File: src/rtl/decode_stage_if.sv
// Decode-stage bundle: fetch input, write-back port, ID/EX register outputs and the jump
// request back to fetch.
interface decode_stage_if #(
  parameter int unsigned W  = 16,
  parameter int unsigned AW = 3
);
  logic [W-1:0]  instr;
  logic          flush;
  logic          wb_en;
  logic [AW-1:0] wb_addr;
  logic [W-1:0]  wb_data;

  logic          ex_valid;
  logic [4:0]    ex_opcode;
  logic [W-1:0]  ex_src_val;
  logic [W-1:0]  ex_dst_val;
  logic [W-1:0]  ex_imm;
  logic [AW-1:0] ex_rdst;
  logic          ex_reg_write;
  logic          ex_mem_read;
  logic          ex_mem_write;
  logic          direct_jump;
  logic [W-1:0]  direct_jump_to;

  // Decode stage view.
  modport master (
    input  instr, flush, wb_en, wb_addr, wb_data,
    output ex_valid, ex_opcode, ex_src_val, ex_dst_val, ex_imm, ex_rdst,
           ex_reg_write, ex_mem_read, ex_mem_write, direct_jump, direct_jump_to
  );

  // Surrounding pipeline view.
  modport slave (
    output instr, flush, wb_en, wb_addr, wb_data,
    input  ex_valid, ex_opcode, ex_src_val, ex_dst_val, ex_imm, ex_rdst,
           ex_reg_write, ex_mem_read, ex_mem_write, direct_jump, direct_jump_to
  );
endinterface

File: src/rtl/decode_stage.sv
// Instruction decode: register file with write-first bypass, two-word LDM assembly,
// ID/EX pipeline register and direct-jump request to fetch.
module decode_stage #(
  parameter int unsigned REGS = 8,
  parameter int unsigned W    = 16
) (
  input  logic          clk,
  input  logic          rst,
  decode_stage_if.master bus
);
  localparam int unsigned AW = $clog2(REGS);

  localparam logic [0:0] StIdle    = 1'b0;
  localparam logic [0:0] StWaitImm = 1'b1;

  logic [0:0]    state_q, state_d;
  logic [W-1:0]  ldm_q, ldm_d;
  logic [W-1:0]  rf_q [REGS];

  logic          valid_q, valid_d;
  logic [4:0]    opcode_q, opcode_d;
  logic [W-1:0]  src_q, src_d;
  logic [W-1:0]  dst_q, dst_d;
  logic [W-1:0]  imm_q, imm_d;
  logic [AW-1:0] rdst_q, rdst_d;
  logic          reg_write_q, reg_write_d;
  logic          mem_read_q, mem_read_d;
  logic          mem_write_q, mem_write_d;
  logic          jump_q, jump_d;
  logic [W-1:0]  jump_to_q, jump_to_d;

  logic [W-1:0]  dec_word;
  logic [4:0]    op;
  logic [AW-1:0] rs_idx, rt_idx;
  logic [W-1:0]  src_val, dst_val;

  // While waiting for the immediate, operand indices come from the latched LDM word.
  assign dec_word = (state_q == StWaitImm) ? ldm_q : bus.instr;
  assign op       = dec_word[15:11];
  assign rs_idx   = dec_word[10:8];
  assign rt_idx   = dec_word[7:5];

  assign src_val = (bus.wb_en && bus.wb_addr == rs_idx) ? bus.wb_data : rf_q[rs_idx];
  assign dst_val = (bus.wb_en && bus.wb_addr == rt_idx) ? bus.wb_data : rf_q[rt_idx];

  always_comb begin
    state_d     = StIdle;
    ldm_d       = ldm_q;
    valid_d     = 1'b0;
    opcode_d    = '0;
    src_d       = '0;
    dst_d       = '0;
    imm_d       = '0;
    rdst_d      = '0;
    reg_write_d = 1'b0;
    mem_read_d  = 1'b0;
    mem_write_d = 1'b0;
    jump_d      = 1'b0;
    jump_to_d   = '0;

    if (bus.flush) begin
      // Bubble and return to idle; nothing else to do.
    end else if (state_q == StWaitImm) begin
      valid_d     = 1'b1;
      opcode_d    = op;
      src_d       = src_val;
      dst_d       = dst_val;
      imm_d       = bus.instr;
      rdst_d      = rs_idx;
      reg_write_d = 1'b1;
    end else begin
      case (op) inside
        [5'd1:5'd8]: begin
          valid_d     = 1'b1;
          opcode_d    = op;
          src_d       = src_val;
          dst_d       = dst_val;
          rdst_d      = rt_idx;
          reg_write_d = 1'b1;
        end
        5'd9: begin
          ldm_d   = bus.instr;
          state_d = StWaitImm;
        end
        5'd10: begin
          valid_d     = 1'b1;
          opcode_d    = op;
          src_d       = src_val;
          dst_d       = dst_val;
          rdst_d      = rt_idx;
          reg_write_d = 1'b1;
          mem_read_d  = 1'b1;
        end
        5'd11: begin
          valid_d     = 1'b1;
          opcode_d    = op;
          src_d       = src_val;
          dst_d       = dst_val;
          mem_write_d = 1'b1;
        end
        5'd12: begin
          jump_d    = 1'b1;
          jump_to_d = src_val;
        end
        default: ;
      endcase
    end
  end

  always_ff @(posedge clk or posedge rst) begin
    if (rst) begin
      state_q     <= StIdle;
      ldm_q       <= '0;
      valid_q     <= 1'b0;
      opcode_q    <= '0;
      src_q       <= '0;
      dst_q       <= '0;
      imm_q       <= '0;
      rdst_q      <= '0;
      reg_write_q <= 1'b0;
      mem_read_q  <= 1'b0;
      mem_write_q <= 1'b0;
      jump_q      <= 1'b0;
      jump_to_q   <= '0;
    end else begin
      state_q     <= state_d;
      ldm_q       <= ldm_d;
      valid_q     <= valid_d;
      opcode_q    <= opcode_d;
      src_q       <= src_d;
      dst_q       <= dst_d;
      imm_q       <= imm_d;
      rdst_q      <= rdst_d;
      reg_write_q <= reg_write_d;
      mem_read_q  <= mem_read_d;
      mem_write_q <= mem_write_d;
      jump_q      <= jump_d;
      jump_to_q   <= jump_to_d;
    end
  end

  // Write-back is independent of flush.
  always_ff @(posedge clk or posedge rst) begin
    if (rst) begin
      for (int i = 0; i < int'(REGS); i++) rf_q[i] <= '0;
    end else if (bus.wb_en) begin
      rf_q[bus.wb_addr] <= bus.wb_data;
    end
  end

  assign bus.ex_valid       = valid_q;
  assign bus.ex_opcode      = opcode_q;
  assign bus.ex_src_val     = src_q;
  assign bus.ex_dst_val     = dst_q;
  assign bus.ex_imm         = imm_q;
  assign bus.ex_rdst        = rdst_q;
  assign bus.ex_reg_write   = reg_write_q;
  assign bus.ex_mem_read    = mem_read_q;
  assign bus.ex_mem_write   = mem_write_q;
  assign bus.direct_jump    = jump_q;
  assign bus.direct_jump_to = jump_to_q;
endmodule

File: src/flat_wrapper.sv
// flat-port wrapper written by rule: the top's interface ports become plain ports
module decode_stage_flat 
#(
  parameter int unsigned REGS = 8,
  parameter int unsigned W    = 16
)
  (clk, rst, bus_instr, bus_flush, bus_wb_en, bus_wb_addr, bus_wb_data, bus_ex_valid, bus_ex_opcode, bus_ex_src_val, bus_ex_dst_val, bus_ex_imm, bus_ex_rdst, bus_ex_reg_write, bus_ex_mem_read, bus_ex_mem_write, bus_direct_jump, bus_direct_jump_to);
  decode_stage_if #(.W(W)) bus_i ();
  input  logic clk;
  input  logic rst;
  input wire logic [$bits(bus_i.instr)-1:0] bus_instr;
  input wire logic [$bits(bus_i.flush)-1:0] bus_flush;
  input wire logic [$bits(bus_i.wb_en)-1:0] bus_wb_en;
  input wire logic [$bits(bus_i.wb_addr)-1:0] bus_wb_addr;
  input wire logic [$bits(bus_i.wb_data)-1:0] bus_wb_data;
  output wire logic [$bits(bus_i.ex_valid)-1:0] bus_ex_valid;
  output wire logic [$bits(bus_i.ex_opcode)-1:0] bus_ex_opcode;
  output wire logic [$bits(bus_i.ex_src_val)-1:0] bus_ex_src_val;
  output wire logic [$bits(bus_i.ex_dst_val)-1:0] bus_ex_dst_val;
  output wire logic [$bits(bus_i.ex_imm)-1:0] bus_ex_imm;
  output wire logic [$bits(bus_i.ex_rdst)-1:0] bus_ex_rdst;
  output wire logic [$bits(bus_i.ex_reg_write)-1:0] bus_ex_reg_write;
  output wire logic [$bits(bus_i.ex_mem_read)-1:0] bus_ex_mem_read;
  output wire logic [$bits(bus_i.ex_mem_write)-1:0] bus_ex_mem_write;
  output wire logic [$bits(bus_i.direct_jump)-1:0] bus_direct_jump;
  output wire logic [$bits(bus_i.direct_jump_to)-1:0] bus_direct_jump_to;
  assign bus_i.instr = bus_instr;
  assign bus_i.flush = bus_flush;
  assign bus_i.wb_en = bus_wb_en;
  assign bus_i.wb_addr = bus_wb_addr;
  assign bus_i.wb_data = bus_wb_data;
  assign bus_ex_valid = bus_i.ex_valid;
  assign bus_ex_opcode = bus_i.ex_opcode;
  assign bus_ex_src_val = bus_i.ex_src_val;
  assign bus_ex_dst_val = bus_i.ex_dst_val;
  assign bus_ex_imm = bus_i.ex_imm;
  assign bus_ex_rdst = bus_i.ex_rdst;
  assign bus_ex_reg_write = bus_i.ex_reg_write;
  assign bus_ex_mem_read = bus_i.ex_mem_read;
  assign bus_ex_mem_write = bus_i.ex_mem_write;
  assign bus_direct_jump = bus_i.direct_jump;
  assign bus_direct_jump_to = bus_i.direct_jump_to;
  decode_stage #(.REGS(REGS), .W(W)) u_core (.clk(clk), .rst(rst), .bus(bus_i));
endmodule
File: config.mk
export PLATFORM = sky130hd
export DESIGN_NAME = decode_stage_flat
export DESIGN_NICKNAME = d
export VERILOG_FILES = /design/src/rtl/decode_stage_if.sv /design/src/rtl/decode_stage.sv /design/src/flat_wrapper.sv
export SDC_FILE = /design/constraint.sdc
export NUM_CORES = 1
export LEC_CHECK = 0
export BUFFER_PORTS_ARGS = -buffer_cell sky130_fd_sc_hd__buf_2
export CORE_ASPECT_RATIO = 2
export CORE_MARGIN = 1.5
export CORE_UTILIZATION = 53
export CTS_CLUSTER_SIZE = 8
export DETAILED_ROUTE_END_ITERATION = 8
export GPL_TIMING_DRIVEN = 1
export PLACE_DENSITY = 0.76
export RECOVER_POWER = 25
export SLEW_MARGIN = 25
export SYNTH_ARGS = -nofsm -noshare
export SYNTH_HDL_FRONTEND = slang
export SYNTH_SLANG_ARGS = --single-unit
File: constraint.sdc
create_clock -name clk -period 6.3 [get_ports clk]
set_clock_uncertainty 0.05 [all_clocks]
set_input_delay 0.63 -clock clk [delete_from_list [all_inputs] [get_ports clk]]
set_output_delay 0.63 -clock clk [all_outputs]
set_load 0.01 [all_outputs]
# ---- Word-level counts from Yosys, hierarchy flattened
# Index checks and enable logic that the tools add are counted.
dict set report totals {
  output_inout_bits 77
  input_bits 39
  register_bits 222
  elab_cells 118
}
dict set report classes {
  order_cmp 6
  reduce_logical 5
  bitwise 6
  n_mux 74
  n_eq_ne 6
}
# operator count
set op_table {}
lappend op_table {{$mux W16} 29}
lappend op_table {{$bwmux W128} 1}
lappend op_table {{$bmux W16 S3} 2}
lappend op_table {{$demux W16 S3} 1}
lappend op_table {{$mux W1} 30}
lappend op_table {{$mux W5} 6}
lappend op_table {{$eq A5 B4 Y1 const B} 4}
lappend op_table {{$mux W3} 5}
lappend op_table {{$ge A4 B4 Y1 const B} 3}
lappend op_table {{$not A3 Y4} 3}
lappend op_table {{$eq A3 B3 Y1} 2}
lappend op_table {{$ge A5 B1 Y1 const B} 1}
lappend op_table {{$le A5 B4 Y1 const B} 1}
lappend op_table {{$logic_and A1 B1 Y1} 4}
lappend op_table {{$lt A4 B1 Y1 const B} 1}
lappend op_table {{$reduce_and A4 Y1} 1}
lappend op_table {{$not A1 Y1} 3}

# ---- Logic depth before layout (Yosys ltp)
# Gate-level depths: netlist of run 1.
dict set report depth {
  depth_word 13
  depth_mapped 10
}

# ---- Worst setup path before layout of run 1
# No wires, ideal clock.
dict set report synth_path {
  path_type {in2reg}
  start {input bus_instr[9]}
  end {register u_core.jump_to_q[5], in the netlist u_core.bus.direct_jump_to[5]}
  path_stages 8
  arrival_time_ns 2.243
  path_slack_ns 3.873
  setup_ns 0.135
  cell_sequence {clkbuf_1 > mux2_2 > xor2_1 > or4b_1 > buf_2 > buf_6 > nor2_4 > nor3_1}
}
dict set report synth_between {
  elab_chain_cells 13
  word_cells_on_any_way 15
  classes_between {eq/ne (1); mux (12); bitwise (1); reduce/logical (1)}
}
# element line_no
set synth_rtl {}
lappend synth_rtl {{start, declared} flat_wrapper.sv:11} ;# input wire logic [$bits(bus_i.instr)-1:0] bus_instr;
lappend synth_rtl {{$mux W16 *} decode_stage.sv:38} ;# assign dec_word = (state_q == StWaitImm) ? ldm_q : bus.instr;
lappend synth_rtl {{$not A3 Y4 (implied by the code)} decode_stage.sv:43} ;# assign src_val = (bus.wb_en && bus.wb_addr == rs_idx) ? bus.wb_data : rf_q[rs_idx];
lappend synth_rtl {{$bmux W16 S3} decode_stage.sv:43}
lappend synth_rtl {{$mux W16 (implied by the code) (2 in series)} decode_stage.sv:43}
lappend synth_rtl {{$mux W16 *} decode_stage.sv:43}
lappend synth_rtl {{$mux W16 * (5 in series)} decode_stage.sv:72} ;# case (op) inside
lappend synth_rtl {{$mux W16 *} decode_stage.sv:63} ;# end else if (state_q == StWaitImm) begin
lappend synth_rtl {{$mux W16 *} decode_stage.sv:61} ;# if (bus.flush) begin
lappend synth_rtl {{via u_core.jump_to_d[5]} decode_stage.sv:30} ;# logic [W-1:0] jump_to_q, jump_to_d;
lappend synth_rtl {{end signal, assigned} decode_stage.sv:138} ;# jump_to_q <= jump_to_d;
lappend synth_rtl {{end, declared} decode_stage.sv:30}
# Mark *: on every way through the listed nets, which the timed path passes. The rest lies on a longest branch. The select of a mux whose other input is x is not followed.
# A chain may end at the register's enable or synchronous reset.

# ---- Worst setup path in the final report of run 1
dict set report layout_path {
  start {register u_core.state_q}
  end {register u_core.jump_to_q[14], in the netlist u_core.bus.direct_jump_to[14]}
}
dict set report layout_between {
  elab_chain_cells 13
  word_cells_on_any_way 22
  classes_between {order compare (2); eq/ne (5); mux (12); bitwise (1); reduce/logical (2)}
}
# element line_no
set layout_rtl {}
lappend layout_rtl {{start, declared} decode_stage.sv:16} ;# logic [0:0] state_q, state_d;
lappend layout_rtl {{start signal, assigned} decode_stage.sv:112} ;# state_q <= StIdle;
lappend layout_rtl {{start signal, assigned} decode_stage.sv:126} ;# state_q <= state_d;
lappend layout_rtl {{$mux W16} decode_stage.sv:38}
lappend layout_rtl {{$not A3 Y4 (implied by the code)} decode_stage.sv:43}
lappend layout_rtl {{$bmux W16 S3} decode_stage.sv:43}
lappend layout_rtl {{$mux W16 (implied by the code) (2 in series)} decode_stage.sv:43}
lappend layout_rtl {{$mux W16} decode_stage.sv:43}
lappend layout_rtl {{$mux W16 (5 in series)} decode_stage.sv:72}
lappend layout_rtl {{$mux W16 *} decode_stage.sv:63}
lappend layout_rtl {{$mux W16 *} decode_stage.sv:61}
lappend layout_rtl {{via u_core.jump_to_d[14]} decode_stage.sv:30}
# Marks and branches as above.

==> results of run 1 <==
-- synth_stat cells, drive strengths merged (2+ instances only) --
library cell / n / area [um2]
nand4: 2 / 12.5
nor2: 24 / 165
nor3: 44 / 225
o2bb2ai: 2 / 17.5
mux2: 138 / 1550
mux4: 33 / 743
nor2b: 15 / 93.8
nand2: 59 / 221
xor2: 4 / 35.0
xnor2: 3 / 26.3
inv: 23 / 86.3
and2: 26 / 163
o21bai: 4 / 33.8
nand2b: 11 / 68.8
nand3: 10 / 50.1
a311oi: 14 / 123
o22ai: 8 / 50.1
nand4b: 3 / 26.3
buf: 49 / 240
nor3b: 4 / 40.0
mux2i: 23 / 246
o21ai: 56 / 284
dfrtp: 217 / 5430
clkbuf: 34 / 130
a21oi: 41 / 209
a21boi: 2 / 15.0
o211ai: 22 / 165
o221ai: 8 / 70.1
a211oi: 13 / 97.6
a22oi: 2 / 15.0
a2bb2oi: 2 / 17.5
-- routing by layer --
layer | vias to the layer above | track usage, %
met5 | - | 0
met4 | 0 | 20.1
met3 | 136 | 3.44
met2 | 394 | 48.3
met1 | 4017 | 31.3
li1 | 3428 | -
-- kinds of logic after synthesis --
kind of cell	Yosys count	synth area share, %
AO/OA/AOI/OAI	178	10.5
XOR/XNOR	7	0.572
buffers and inverters	106	4.26
flip-flops	217	50.6
multiplexers	194	23.7
AND/OR/NAND/NOR	201	10.3
-- final cells by class --
class / count / share of cell area [%]
repair buffers: 133 / 5.88
flip-flops and latches: 217 / 44.2
multi-input cells: 580 / 39.9
inverters: 23 / 0.712
clock inverters: 2 / 0.234
clock buffers: 33 / 6.37
well taps: 262 / 2.67
-- final timing paths --
| path | startpoint | end | slack (ps) | depth (start not counted) |
|---|---|---|---|---|
| max | u_core.state_q | u_core.bus.direct_jump_to[14] | 2300 | 7 |
| min | rst | u_core.bus.direct_jump | 180 | 2 |
| max reg2reg | u_core.state_q | u_core.bus.direct_jump_to[14] | 2300 | 7 |
| min reg2reg | u_core.ldm_q[10] | u_core.ldm_q[10] | 460 | 1 |
| max in group asynchronous | rst | u_core.state_q | 2570 | 3 |
| min in group clk | bus_instr[0] | u_core.bus.ex_imm[0] | 220 | 2 |
-- through the flow --
step | utilization (%) | hold WS [ps]
finish | 62.0 | 180
global route | 62.0 | 225
CTS | 62.1 | 51.0
detailed placement | 58.0 | 448
global placement | 57.8 | 437
floorplan | - | 403
-- registers in the layout (all words and copies together) (netlist names) --
| register | count |
|---|---|
| u_core.bus.ex_dst_val | 16 |
| u_core.bus.ex_reg_write | 1 |
| u_core.bus.ex_src_val | 16 |
| u_core.bus.ex_valid | 1 |
| u_core.bus.direct_jump_to | 16 |
| u_core.bus.ex_mem_read | 1 |
| u_core.bus.ex_mem_write | 1 |
| u_core.bus.ex_opcode | 5 |
| u_core.bus.direct_jump | 1 |
| u_core.bus.ex_imm | 16 |
| u_core.rf_q | 128 |
| u_core.bus.ex_rdst | 3 |
| u_core.state_q | 1 |
| u_core.ldm_q | 11 |
-- power groups by stage --
stage               clock network [mW]  registers, mW  logic, mW
floorplan                            0           1.74      0.524
global placement                     0           1.78      0.659
detailed placement                   0           1.79      0.682
CTS                               1.46           1.77      0.687
global route                      1.52           1.80      0.741
finish                            1.45           1.78      0.689
-- worst max-delay path: stages (launching register included) --
cell and delay (ps):
dfrtp_2 700, buf_4 590, mux2i_4 750, xnor2_1 230
or4b_1 840, buf_4 360, mux2i_1 240, nor2_1 70
==> metrics, run 1 <==
final hold viol count=0; share of layout cells above drive strength 1=a little over a third; Critical Path Sink Type=flop; synth unique cells=between 50 and 60; M1 WL=10,200 um; synthesized area=10,700 um2; CTS Hold Bufs=0; postcts setup bufs=0; cell area after layout=between 10,000 and 15,000 um2; Clk pwr share=between 30% and 40%; fin. max-slew vios=approximately 120; most frequent cells in the layout=dfrtp_1 (216), mux2_2 (133), buf_2 (115), nand2_1 (59), o21ai_0 (55); final setup margin=approximately 2300 ps; Longest Clk Path Bufs=3; total global routing overflow=0; RSZ-0062 raised after global routing=no; sequential area share after synthesis=between 50% and 60%; first drt pass iteration count=5; Clk Latency, worst-skew pair=approximately 570 ps; met3 WL=about 1800 um; Primary FF master, synth=dfrtp_1; H-tree depth=1; crit share post-route=a little under two thirds; clk sinks=217; DR top layer=met4; First DRT Iteration DRCs=around 650; NetSw=about 1.1 mW; sw frac=27.8%; Post-CTS Resized=0; half-perimeter wire length after placement=around 18,000 um; Post-synth EDFFs=0; kind of critical path=flop to flop; crit path time final=4000 ps; met2 routed WL=14,800 um; Initial Util=54.1%; Max-Cap Viols=1; Hold Crit Class=input pin to asynchronous set/reset pin; combinational share of power=17.6%; Startpoint Class=flop; final net count=1,025; chip width=around 100 um; CP Max Fanout=51; syn_nets=~940; Lkg Pwr=roughly 5.5 nW; Clock transition at path regs=about 50 ps; Cells after DPL=1,215; WL final=~29,000 um; die area=roughly 21,000 um2; Yosys warning total=0; RD Place Congestion=between 0.9 and 1; total CTS buffers=31; post-route setup TNS=0 ps; placed cell area=between 10,000 and 15,000 um2; antenna violations before repair=0; Async SR Flop Fraction=100%; die height=~200 um; Vias=7,975; global-route wire length before repair=around 45,000 um; Max rail drop VDD=0.224 mV; Worst slew margin=-90.2%; measured slew at the worst slew-check pin=roughly 2900 ps; Total Routing Usage GR=27.7%; I/O pins=116; I/O Buffers=approximately 120; FILL cells=approximately 1,600; DP Worst Slack=2450 ps; Tot Pwr=slightly below 4 mW; Site Rows=73; # diodes=0; Max Freq=roughly 0.25 GHz; Sequential Power Share=a little under half; failing checks=capacitance limit, slew limit; Finished Layout Cells=roughly 1,300; P&R area growth vs syn=14.6%; Setup-failing EPs final=0; routed length per instance=23.1 um; Root Buffer=clkbuf_16; leading cell type in the layout, fill and taps excluded=dfrtp_1; Internal=roughly 2.8 mW; Core Region=a little under 20,000 um2; DRC viols=0; status=finished, violations left; CTS tree=built; antenna-violating nets left=0; area of the multi-input gates=between 4000 and 5000 um2; Crit path required time=~6700 ps; via/cell ratio=between 6 and 7; pwr/cell area=around 320 nW/um2; CP arrival=4370 ps; syn_area_per_cell=11.9 um2; Synth Instances=around 900; register area=5430 um2; vias in the first global route=between 8,000 and 9,000; pin count of the biggest net entering global routing=approximately 120; Yosys reg bits=around 220
Note: power is estimated with default switching activity, not from simulation.
==> run 2, diff against run 1 <==
==> constraint.sdc (replaced) <==
create_clock -name clk -period 3.6 [get_ports clk]
set_clock_uncertainty 0.05 [all_clocks]
set_input_delay 0.36 -clock clk [delete_from_list [all_inputs] [get_ports clk]]
set_output_delay 0.36 -clock clk [all_outputs]
set_load 0.01 [all_outputs]
==> run 2 against run 1 <==
The run still ends with capacitance limit, slew limit left. Largest power group unchanged. Sequential power grew 75%. Worst setup slack lost 1800 ps. Die area is the same. Via count grew 2.9%. Clock power grew 71%. Design area grew 1.9%. Maximum frequency grew 30%. Non-clock buffer count grew 35.
==> metrics, run 2 (synthesis results as in run 1) <==
Critical Path Start=u_core.state_q; Longest Clk Path Bufs=3 (unchanged); measured slew at the worst slew-check pin=1770 ps (-1080 ps); fin. max-slew vios=28 (-76%); Clk Latency, worst-skew pair=560 ps (about the same); RD Place Congestion=0.878 (-2.5%); die height=204 um (unchanged); FILL cells=1,560 (unchanged); pwr/cell area=546 nW/um2 (+72%); Max-Cap Viols=1 (unchanged); # diodes=0 (unchanged); Post-CTS Resized=0 (unchanged); RSZ-0062 raised after global routing=no; Hold Crit Class=input pin to flop; chip width=104 um (unchanged); Lkg Pwr=5.65 nW (+2.3%); H-tree depth=1 (unchanged); antenna-violating nets left=0 (unchanged); I/O pins=116 (unchanged); Worst slew margin=-18.1% (+72 points); Crit path required time=3960 ps (-2710 ps); Max rail drop VDD=0.398 mV (+78%); global-route wire length before repair=47,600 um (+6.3%); antenna violations before repair=0 (unchanged); First DRT Iteration DRCs=749 (+15%); Total Routing Usage GR=29.2% (+1.5 points); final net count=1,060 (+3.4%); Core Region=19,800 um2 (unchanged); final setup margin=510 ps (-1790 ps); Initial Util=54.1% (unchanged); post-route setup TNS=0 ps (unchanged); Finished Layout Cells=1,285 (+2.8%); Cells after DPL=1,241 (+2.1%); most frequent cells in the layout=dfrtp_1 (216), mux2_2 (134), buf_2 (113), nand2_1 (59), o21ai_0 (55); pin count of the biggest net entering global routing=58 (-50%); clk sinks=217 (unchanged); Tot Pwr=6.85 mW (+75%); I/O Buffers=115 (unchanged); DP Worst Slack=611 ps (-1840 ps); Setup-failing EPs final=0 (unchanged); Hold Crit Start=bus_instr[5]; total global routing overflow=0 (unchanged); failing checks=capacitance limit, slew limit; Largest register FFs=128 (unchanged); P&R area growth vs syn=16.8%; die area=21,200 um2 (unchanged); Startpoint Class=flop; total CTS buffers=31 (unchanged); Max Freq=0.324 GHz (+30%); Vias=8,204 (+2.9%); crit share post-route=85.8% (+22 points); half-perimeter wire length after placement=19,900 um (+11%); routed length per instance=23.4 um (+1.1%); status=finished, violations left; postcts setup bufs=0 (unchanged); Site Rows=73 (unchanged); final hold viol count=0 (unchanged); leading cell type in the layout, fill and taps excluded=dfrtp_1; share of layout cells above drive strength 1=36.9% (+0.31 points); via/cell ratio=6.38 (about the same); Critical R2R Launch=u_core.state_q; crit path time final=3090 ps (-913 ps); first drt pass iteration count=5 (unchanged); Clock transition at path regs=50 ps (about the same); Reg with most FFs=u_core.rf_q; kind of critical path=flop to flop; CTS tree=built; Root Buffer=clkbuf_16; vias in the first global route=8,690 (+6.5%); Critical Path Sink Type=flop; CP Max Fanout=27 (-47%); DRC viols=0 (unchanged); WL final=30,000 um (+3.9%); CP arrival=3450 ps (-920 ps)
==> run 2: worst paths after layout <==
kind / end / slack, ps / cells after the start
setup reg to reg: u_core.bus.direct_jump_to[10] / 510 / 7
min in group asynchronous: u_core.bus.direct_jump / 380 / 3
setup / recovery: u_core.bus.direct_jump_to[10] / 510 / 7
hold / removal: u_core.bus.ex_imm[5] / 10 / 2
max in group asynchronous: u_core.bus.ex_imm[4] / 1000 / 5
hold reg to reg: u_core.ldm_q[12] / 440 / 1
==> run 2: power breakdown <==
group	leakage [nW]	switching [mW]	total [mW]	internal [mW]
clock	0.393	0.980	2.48	1.50
combinational	2.50	0.603	1.24	0.638
sequential	2.76	0.309	3.12	2.81
==> run 2: layout make-up <==
cell class / instances / area, um2 / area share [%]
well taps: 262 / 328 / 2.62
multi-input cells: 580 / 4860 / 38.8
clock buffers: 33 / 783 / 6.25
inverters: 23 / 87.6 / 0.699
clock inverters: 2 / 17.5 / 0.140
flip-flops and latches: 217 / 5430 / 43.3
repair buffers: 168 / 1020 / 8.16
==> run 2: through the flow <==
stage          instance area (um2)  utilization [%]  hold slack, ps
2_1_floorplan                10700                -             373
3_3_place_gp                 11700             58.9             430
3_5_place_dp                 11700             58.9             429
4_1_cts                      12600             63.3            3.41
5_1_grt                      12500             63.2            9.61
6_report                     12500             63.2            11.2
==> run 2: metal layers <==
metal  vias to the layer above  wire [um]  global-route usage, %
met5                         -          0                      0
met4                         0       1840                   20.5
met3                       121       1860                   4.02
met2                       425      15800                   51.9
met1                      4160      10500                   32.1
li1                       3498          -                      -
==> run 2: worst max-delay path, cell delays in order, from the launching register on <==
cell	delay, ps
dfrtp_2	730
buf_4	390
mux2i_4	290
xnor2_1	130
or4b_1	800
buf_4	340
nor2_4	120
nor3_1	60
==> run 2: timing repair <==
item | 4_1_cts | 5_1_grt
endpoints found under the hold margin | 7 | 13
endpoints found under the setup margin | 0 | 0
hold buffers | 7 | 1
